<file path="config.mk">
export PLATFORM = sky130hd
export DESIGN_NAME = muldiv_sequencer
export DESIGN_NICKNAME = d
export VERILOG_FILES = /design/src/rtl/muldiv_sequencer.sv
export SDC_FILE = /design/constraint.sdc
export NUM_CORES = 1
export LEC_CHECK = 0
export CAP_MARGIN = 20
export CORE_AREA = 2 2 171 173
export CTS_CLUSTER_SIZE = 25
export DETAILED_ROUTE_END_ITERATION = 8
export DIE_AREA = 0 0 173 175
export GPL_TIMING_DRIVEN = 1
export HOLD_SLACK_MARGIN = 0.05
export PLACE_DENSITY = 0.8
export SYNTH_ARGS = -nofsm -noshare
export SYNTH_HDL_FRONTEND = slang
export SYNTH_SLANG_ARGS = --single-unit
</file>
<file path="constraint.sdc">
create_clock -name clk -period 3.2 [get_ports clk]
set_input_delay 0.32 -clock clk [delete_from_list [all_inputs] [get_ports clk]]
set_output_delay 0.32 -clock clk [all_outputs]
set_load 0.005 [all_outputs]
</file>
<file path="src/rtl/muldiv_sequencer.sv">
// Iterative multiply/divide unit with HI/LO registers for the MIPS pipeline.
// Each MUL/DIV step takes one clock. A final FIX cycle applies the sign
// correction and commits the result to HI/LO.
module muldiv_sequencer #(
  parameter int unsigned WIDTH = 32
) (
  input  logic             clk,
  input  logic             reset,
  input  logic             start,
  input  logic [1:0]       op,
  input  logic [WIDTH-1:0] rs_data,
  input  logic [WIDTH-1:0] rt_data,
  input  logic             hilo_read,
  input  logic             hi_we,
  input  logic             lo_we,
  output logic [WIDTH-1:0] hi,
  output logic [WIDTH-1:0] lo,
  output logic             busy,
  output logic             done,
  output logic             muldiv_stall
);

  localparam int unsigned CntW = $clog2(WIDTH) + 1;

  typedef enum logic [1:0] {StIdle, StMul, StDiv, StFix} state_e;

  state_e               state_q, state_d;
  // Upper half: product high / remainder. Lower half: multiplier / dividend->quotient.
  logic [2*WIDTH-1:0]   acc_q, acc_d;
  // Holds the multiplicand or the divisor magnitude.
  logic [WIDTH-1:0]     opb_q, opb_d;
  logic [CntW-1:0]      cnt_q, cnt_d;
  logic                 is_div_q, is_div_d;
  logic                 zdiv_q, zdiv_d;
  logic                 sa_q, sa_d;
  logic                 sb_q, sb_d;
  logic [WIDTH-1:0]     hi_q, hi_d;
  logic [WIDTH-1:0]     lo_q, lo_d;
  logic                 done_q, done_d;

  // Datapath terms used by the next-state logic.
  logic                 is_signed;
  logic                 a_neg, b_neg;
  logic [WIDTH-1:0]     a_mag, b_mag;
  logic [WIDTH:0]       mul_sum;
  logic [WIDTH:0]       div_shift;
  logic [WIDTH:0]       div_diff;
  logic [2*WIDTH-1:0]   prod_neg;
  logic [WIDTH-1:0]     quo, rem;

  // State registers with synchronous reset; reset aborts any operation.
  always_ff @(posedge clk) begin
    if (reset) begin
      state_q  <= StIdle;
      acc_q    <= '0;
      opb_q    <= '0;
      cnt_q    <= '0;
      is_div_q <= 1'b0;
      zdiv_q   <= 1'b0;
      sa_q     <= 1'b0;
      sb_q     <= 1'b0;
      hi_q     <= '0;
      lo_q     <= '0;
      done_q   <= 1'b0;
    end else begin
      state_q  <= state_d;
      acc_q    <= acc_d;
      opb_q    <= opb_d;
      cnt_q    <= cnt_d;
      is_div_q <= is_div_d;
      zdiv_q   <= zdiv_d;
      sa_q     <= sa_d;
      sb_q     <= sb_d;
      hi_q     <= hi_d;
      lo_q     <= lo_d;
      done_q   <= done_d;
    end
  end

  // Next-state, iteration datapath and HI/LO commit.
  always_comb begin
    state_d  = state_q;
    acc_d    = acc_q;
    opb_d    = opb_q;
    cnt_d    = cnt_q;
    is_div_d = is_div_q;
    zdiv_d   = zdiv_q;
    sa_d     = sa_q;
    sb_d     = sb_q;
    hi_d     = hi_q;
    lo_d     = lo_q;
    done_d   = (state_q == StFix);

    is_signed = ~op[0];
    a_neg     = is_signed & rs_data[WIDTH-1];
    b_neg     = is_signed & rt_data[WIDTH-1];
    a_mag     = a_neg ? (~rs_data + 1'b1) : rs_data;
    b_mag     = b_neg ? (~rt_data + 1'b1) : rt_data;

    mul_sum   = {1'b0, acc_q[2*WIDTH-1:WIDTH]} + (acc_q[0] ? {1'b0, opb_q} : '0);
    div_shift = {acc_q[2*WIDTH-1:WIDTH], acc_q[WIDTH-1]};
    div_diff  = div_shift - {1'b0, opb_q};
    prod_neg  = ~acc_q + 1'b1;
    quo       = acc_q[WIDTH-1:0];
    rem       = acc_q[2*WIDTH-1:WIDTH];

    unique case (state_q)
      StIdle: begin
        if (start) begin
          sa_d     = a_neg;
          sb_d     = b_neg;
          cnt_d    = '0;
          is_div_d = op[1];
          zdiv_d   = 1'b0;
          if (op[1]) begin
            opb_d = b_mag;
            if (rt_data == '0) begin
              // Park the dividend magnitude as the remainder; FIX restores its sign.
              zdiv_d  = 1'b1;
              acc_d   = {a_mag, {WIDTH{1'b0}}};
              state_d = StFix;
            end else begin
              acc_d   = {{WIDTH{1'b0}}, a_mag};
              state_d = StDiv;
            end
          end else begin
            opb_d   = a_mag;
            acc_d   = {{WIDTH{1'b0}}, b_mag};
            state_d = StMul;
          end
        end else begin
          if (hi_we) hi_d = rs_data;
          if (lo_we) lo_d = rs_data;
        end
      end
      StMul: begin
        acc_d = {mul_sum, acc_q[WIDTH-1:1]};
        cnt_d = cnt_q + 1'b1;
        if (cnt_q == CntW'(WIDTH - 1)) state_d = StFix;
      end
      StDiv: begin
        // Restoring step: keep the difference only when it did not go negative.
        if (!div_diff[WIDTH]) begin
          acc_d = {div_diff[WIDTH-1:0], acc_q[WIDTH-2:0], 1'b1};
        end else begin
          acc_d = {div_shift[WIDTH-1:0], acc_q[WIDTH-2:0], 1'b0};
        end
        cnt_d = cnt_q + 1'b1;
        if (cnt_q == CntW'(WIDTH - 1)) state_d = StFix;
      end
      StFix: begin
        if (is_div_q) begin
          hi_d = sa_q ? (~rem + 1'b1) : rem;
          if (zdiv_q) begin
            lo_d = {WIDTH{1'b1}};
          end else begin
            lo_d = (sa_q ^ sb_q) ? (~quo + 1'b1) : quo;
          end
        end else begin
          hi_d = (sa_q ^ sb_q) ? prod_neg[2*WIDTH-1:WIDTH] : acc_q[2*WIDTH-1:WIDTH];
          lo_d = (sa_q ^ sb_q) ? prod_neg[WIDTH-1:0] : acc_q[WIDTH-1:0];
        end
        state_d = StIdle;
      end
      default: state_d = StIdle;
    endcase
  end

  // Outputs; the stall is combinational toward the hazard unit.
  always_comb begin
    hi           = hi_q;
    lo           = lo_q;
    busy         = (state_q != StIdle);
    done         = done_q;
    muldiv_stall = busy & (hilo_read | start | hi_we | lo_we);
  end

endmodule

</file>
# Word level (Yosys, flattened, before mapping)
# Cells that the tools add are included.
dict set report word_totals {
  ff_bits 173
  inputBits 72
  word_cells 85
}
dict set report op_classes {
  n_addsub 8
  n_eq_ne 9
  n_mux 31
  n_bitwise 13
  n_reduce_logical 13
}
# op n
set op_table {}
lappend op_table {{$mux 32} 15}
lappend op_table {{$mux 64} 4}
lappend op_table {{$pmux 64 s3} 1}
lappend op_table {{$add 32x1->32 const B} 4}
lappend op_table {{$not 32->32} 4}
lappend op_table {{$pmux 32 s2} 2}
lappend op_table {{$add 64x1->64 const B} 1}
lappend op_table {{$not 64->64} 1}
lappend op_table {{$add 32x32->33} 1}
lappend op_table {{$sub 33x32->33} 1}
lappend op_table {{$logic_not 32->1} 1}
lappend op_table {{$pmux 6 s2} 1}
lappend op_table {{$ne 2x2->1 const B} 4}
lappend op_table {{$reduce_and 2->1} 4}
lappend op_table {{$add 6x1->6 const B} 1}
lappend op_table {{$eq 6x5->1 const B} 1}
lappend op_table {{$mux 2} 3}
lappend op_table {{$mux 6} 1}
lappend op_table {{$pmux 2 s3} 1}
lappend op_table {{$reduce_and 3->1} 2}
lappend op_table {{$reduce_bool 2->1} 3}
lappend op_table {{$eq 2x2->1 const B} 2}
lappend op_table {{$and 1x1->1} 3}
lappend op_table {{$mux 1} 3}
lappend op_table {{8 further kinds} 10}

# Depth between registers and ports, before layout
dict set report depth {
  word_depth 7
  mapped_depth 15
}

# Worst setup path after synthesis
# OpenSTA, ideal clock, no wires.
dict set report synth_timing {
  path_kind {register to register}
  startpoint {register acc_q[31]}
  endpoint {register acc_q[46]}
  arrival_ns 3.370
  required_time_ns 3.068
  path_slack_ns -0.302
  stages_incl_launch_ff 15
  n_path_buf 2
  period_less_slack_ns 3.502
  cell_sequence {dfxtp_1 -> clkbuf_1 -> inv_1 -> ha_1 -> fa_1 -> nand2b_1 -> a21oi_1 -> o211ai_1 -> a21boi_0 -> o31ai_2 -> nor3_4 -> buf_4 -> mux2_2 -> a211oi_1 -> nor3_1}
}
dict set report synth_via {
  elab_chain_len 3
}
# item line
set synth_rtl {}
lappend synth_rtl {{start, declared} 29} ;# logic [2*WIDTH-1:0] acc_q, acc_d;
lappend synth_rtl {{start signal, assigned} 55} ;# acc_q <= '0;
lappend synth_rtl {{start signal, assigned} 67} ;# acc_q <= acc_d;
lappend synth_rtl {{$sub 33x32->33} 102} ;# div_diff = div_shift - {1'b0, opb_q};
lappend synth_rtl {{$mux 64} 143} ;# if (!div_diff[WIDTH]) begin
lappend synth_rtl {{$pmux 64 s3} 107} ;# unique case (state_q)
# No other way between the ends.
# A chain may end at the register's enable or synchronous reset.

# Worst setup path in the final report
dict set report layout_timing {
  startpoint {register acc_q[31]}
  endpoint {register acc_q[37]}
}
# Same word-level chain as after synthesis.

==> metrics.md <==
| Metric | Value |
|---|---|
| Syn Inst Count | `2,083` |
| Die area | `30,280 um^2` |
| Via count | `18,520` |
| Core region area | `28,390 um^2` |
| Gpl congestion | `1.082` |
| Synth Register Bits | `173` |
| RSZ-0062 raised after global routing | `true` |
| Req. time, crit path | `3.54 ns` |
| VDD IR max | `1082 uV` |
| Initial antenna violation count | `1` |
| Worst rel slew slack | `50.48%` |
| Mean cell area of the mapped netlist | `7.283 um^2` |
| CTS H-tree lvls | `4` |
| Switching power | `11,240 uW` |
| Grt total ovfl | `0` |
| Post-synthesis mux area share | `3.274%` |
| Clock skew | `0.01689 ns` |
| P_leak | `0.008379 uW` |
| Flop2flop setup slack | `-0.06 ns` |
| Worst-path clk slew | `0.08 ns` |
| R2R cell count | `15` |
| Post-DP HPWL | `51.55 mm` |
| Pint | `12,030 uW` |
| Seq/Total Area, Yosys | `22.83%` |
| Number of flops mapped to enable cells by yosys | `0` |
| Row count | `62` |
| Total power | `23,270 uW` |
| DR vias/cell | `6.472` |
| Hold buffer count at CTS | `0` |
| Clock Tree Root | `clkbuf_16` |
| Sequential power share | `14.0%` |
| I/O Buffers | `138` |
| Critical-path maximum fanout | `8` |
| Status | `finished with violations` |
| Endpoints failing setup | `17` |
| Finished Cell Area | `20,790 um^2` |
| Footprint of the multi-input gates | `11,530 um^2` |
| Area growth from synthesis to layout | `37.03%` |
| Hold Path Origin | `op[1]` |
| CTS tree | `built` |
| Final WL | `66.72 mm` |
| Die width | `173 um` |
| Area after DPL | `19,200 um^2` |
| Main combinational cell family by area after synthesis | `compound AO/OA/AOI/OAI gates` |
| TritonRoute pass-1 iters | `8` |
| Post-synthesis compound-gate area fraction | `30.46%` |
| CP Capture Type | `register` |
| PwrDens | `1119 nW/um^2` |
| Fmax | `306.5 MHz` |
| Synth Net Count | `2,230` |
| Period minus WS final | `3.263 ns` |
| Die Y | `175 um` |
| Clock network power share | `9.6%` |
| Worst-Margin Slew | `0.7350 ns` |
| Worst EP arrival | `3.60 ns` |
| Routed Antenna Nets | `0` |
| Startpoint Class | `register` |
| Post-synthesis simple-gate area fraction | `21.18%` |
| Endpoint, Worst Hold | `is_div_q$_SDFFE_PP0P_` |
| Ys flop type | `dfxtp_1` |
| Max cap viols | `0` |
| Max clock buf depth | `2` |
| Clk Latency, worst-skew pair | `0.47 ns` |
| Min-Delay Path Depth | `3` |
| Vias in the first global route | `17,390` |
| Worst r2r src | `acc_q[31]$_SDFFE_PP0P_` |
| Initial drt markers | `2,270` |
| R2R Path End | `acc_q[37]$_SDFFE_PP0P_` |
| Nets@finish | `2,611` |
| Sequential Area | `3476 um^2` |
| Worst hold-check path type | `primary input to register` |
| CTS buffer count | `17` |
| Tot GR Track Use | `42.26%` |
| # DRC | `0` |
| Util after Layout | `73.22%` |
| Clk sinks | `173` |
| Xor and xnor area share after synthesis | `10.22%` |
| Global-route wire length before repair | `99.45 mm` |
| Final worst path period share | `102.0%` |
| Critical Setup Path Class | `register to register` |
| Adder-cell share of the synthesized area | `6.285%` |
| Fillers | `2,282` |
| Ys async rst share | `0%` |
| Drt wl/cell | `23.31 um` |
| Layout cells sized above 1 | `22.85%` |
| Largest net degree at the start of global routing | `59` |
| Combinational power share | `76.4%` |
| Slew Limit Fails | `0` |
| Starting Density | `53.43%` |
| Mapped Area | `15,170 um^2` |
| Fin worst setup slack | `-0.06272 ns` |
| Final Hold Fails | `0` |
| Top-level I/O count | `139` |
| Syn. warnings | `0` |
| Unique masters post-synth | `87` |
| Failing checks | `setup timing` |
| Sw frac | `48.30%` |
==> registers in the layout, summed over array words and instances (netlist names) <==
name / count
hi: 32
done: 1
sa_q: 1
opb_q: 32
is_div_q: 1
sb_q: 1
state_q: 2
lo: 32
cnt_q: 6
zdiv_q: 1
acc_q: 64
==> layer usage <==
metal / GRT usage [%] / up-vias / routed length (um)
li1: - / 8410 / -
met1: 52.55 / 8756 / 25710
met2: 68.67 / 1101 / 30030
met3: 7.441 / 255 / 6301
met4: 25.07 / 0 / 4679
met5: 0 / - / 0
==> power by group through the flow <==
stage / sequential (uW) / clock, uW / combinational (uW)
after global routing: 3310 / 2320 / 18800
after detailed placement: 3230 / 0 / 14900
after floorplan: 3250 / 0 / 8950
after CTS: 3210 / 2240 / 16400
after global placement: 3210 / 0 / 14700
final: 3250 / 2240 / 17800
==> cells in the mapped netlist, types with 5 or more instances <==
| cell | n | area, um^2 |
|---|---|---|
| xnor2_1 | 97 | 849.6 |
| nor2b_1 | 20 | 125.1 |
| a221o_1 | 14 | 140.1 |
| or4_1 | 13 | 97.59 |
| inv_1 | 77 | 289.0 |
| o21ai_1 | 5 | 25.02 |
| nor2_1 | 225 | 844.6 |
| buf_1 | 6 | 22.52 |
| a31oi_1 | 16 | 100.1 |
| nor4_1 | 15 | 93.84 |
| nand3_1 | 35 | 175.2 |
| a21oi_1 | 245 | 1226 |
| a311oi_1 | 22 | 192.7 |
| o22ai_1 | 10 | 62.56 |
| buf_2 | 5 | 25.02 |
| mux2i_1 | 26 | 260.3 |
| and2_1 | 7 | 43.79 |
| o221ai_1 | 45 | 394.1 |
| ha_1 | 73 | 913.4 |
| a211oi_1 | 49 | 367.9 |
| o21bai_1 | 10 | 75.07 |
| a211o_1 | 7 | 61.31 |
| o21a_1 | 6 | 45.04 |
| and3_1 | 8 | 50.05 |
| o21ai_0 | 107 | 535.5 |
| dfxtp_1 | 173 | 3463 |
| or3_1 | 15 | 93.84 |
| nor3_1 | 68 | 340.3 |
| or2_2 | 8 | 50.05 |
| nand2_1 | 199 | 747.0 |
| xor2_1 | 80 | 700.7 |
| clkbuf_1 | 135 | 506.7 |
| mux2_2 | 21 | 236.5 |
| and4_1 | 5 | 43.79 |
| a22oi_1 | 9 | 67.56 |
| o31ai_1 | 16 | 120.1 |
| a221oi_1 | 34 | 297.8 |
| o41ai_1 | 10 | 87.58 |
| o211ai_1 | 33 | 247.7 |
| nand2b_1 | 18 | 112.6 |
| nand4_1 | 16 | 100.1 |
| a21o_1 | 28 | 210.2 |
==> worst max-delay path: stages (launching register included) <==
cell and delay (ns):
dfxtp_2 0.32, inv_2 0.06, ha_4 0.13, fa_2 0.22, nand2b_4 0.15, a21oi_4 0.07
o211ai_1 0.42, a21boi_2 0.11, buf_6 0.15, o2111a_2 0.29, nor3_4 0.26, buf_12 0.17
buf_12 0.14, mux2_4 0.31, a221oi_2 0.24, nor3_1 0.08
==> logic make-up after synthesis <==
logic type	after synthesis
flip-flops	173
AO/OA/AOI/OAI	703
multiplexers	47
XOR/XNOR	177
buffers and inverters	227
AND/OR/NAND/NOR	681
adder cells (fa/ha/maj)	75
==> cell usage in the layout (no fill, tap or decap), types with 16 or more instances in the layout <==
master             n
a21o_1            28
mux2_4            16
nor2b_1           20
a221oi_1          24
a21oi_2           20
nand2_1          195
xor2_1            80
clkbuf_16         18
mux2i_1           25
a311oi_1          21
nor3_1            65
nor2_1           219
a21oi_1          223
ha_1              53
buf_4            354
dfxtp_1          163
nand3_1           33
xnor2_1           97
clkdlybuf4s50_1  136
nand2b_1          17
nand4_1           16
inv_1             69
o211ai_1          33
o21ai_0          100
o221ai_1          45
a211oi_1          44
==> stage by stage <==
stage	hold WS (ns)	setup TNS, ns	instances	setup WS, ns
after CTS	0.2859	-0.08159	2851	-0.02480
after detailed placement	0.4413	-6.775	2809	-0.2499
after floorplan	0.4319	0	2083	0.03331
final	0.3063	-0.5589	2862	-0.06272
after global routing	0.3323	-2.691	2862	-0.1831
after global placement	0.4369	-5.038	2809	-0.2844
==> how the worst max path moves through the flow <==
stage,start,endpoint,cells past startpoint
3_3_place_gp,acc_q[0]$_SDFFE_PP0P_,acc_q[63]$_SDFFE_PP0P_,16
6_report,acc_q[31]$_SDFFE_PP0P_,acc_q[37]$_SDFFE_PP0P_,15
3_5_place_dp,rt_data[15],acc_q[56]$_SDFFE_PP0P_,10
4_1_cts,acc_q[0]$_SDFFE_PP0P_,acc_q[63]$_SDFFE_PP0P_,15
5_1_grt,opb_q[5]$_SDFFE_PP0P_,acc_q[62]$_SDFFE_PP0P_,15
2_1_floorplan,acc_q[31]$_SDFFE_PP0P_,acc_q[46]$_SDFFE_PP0P_,14
==> repair_timing <==
| item | CTS | global route |
|---|---|---|
| setup buffers | 9 | 9 |
| pin swaps | 26 | 61 |
| gates cloned | 1 | 1 |
| endpoints found under the setup margin | 33 | 42 |
| resized for setup | 69 | 97 |
==> layout make-up <==
cell class	instances	share of cell area, %
clock inverter	11	0.6982
timing repair buffer	511	21.11
tap	384	2.311
antenna	1	0.01204
inverter	78	1.408
clock buffer	21	2.263
sequential	173	16.72
multi-input combinational	1683	55.47
No activity file was read; power rests on OpenSTA's default activity.
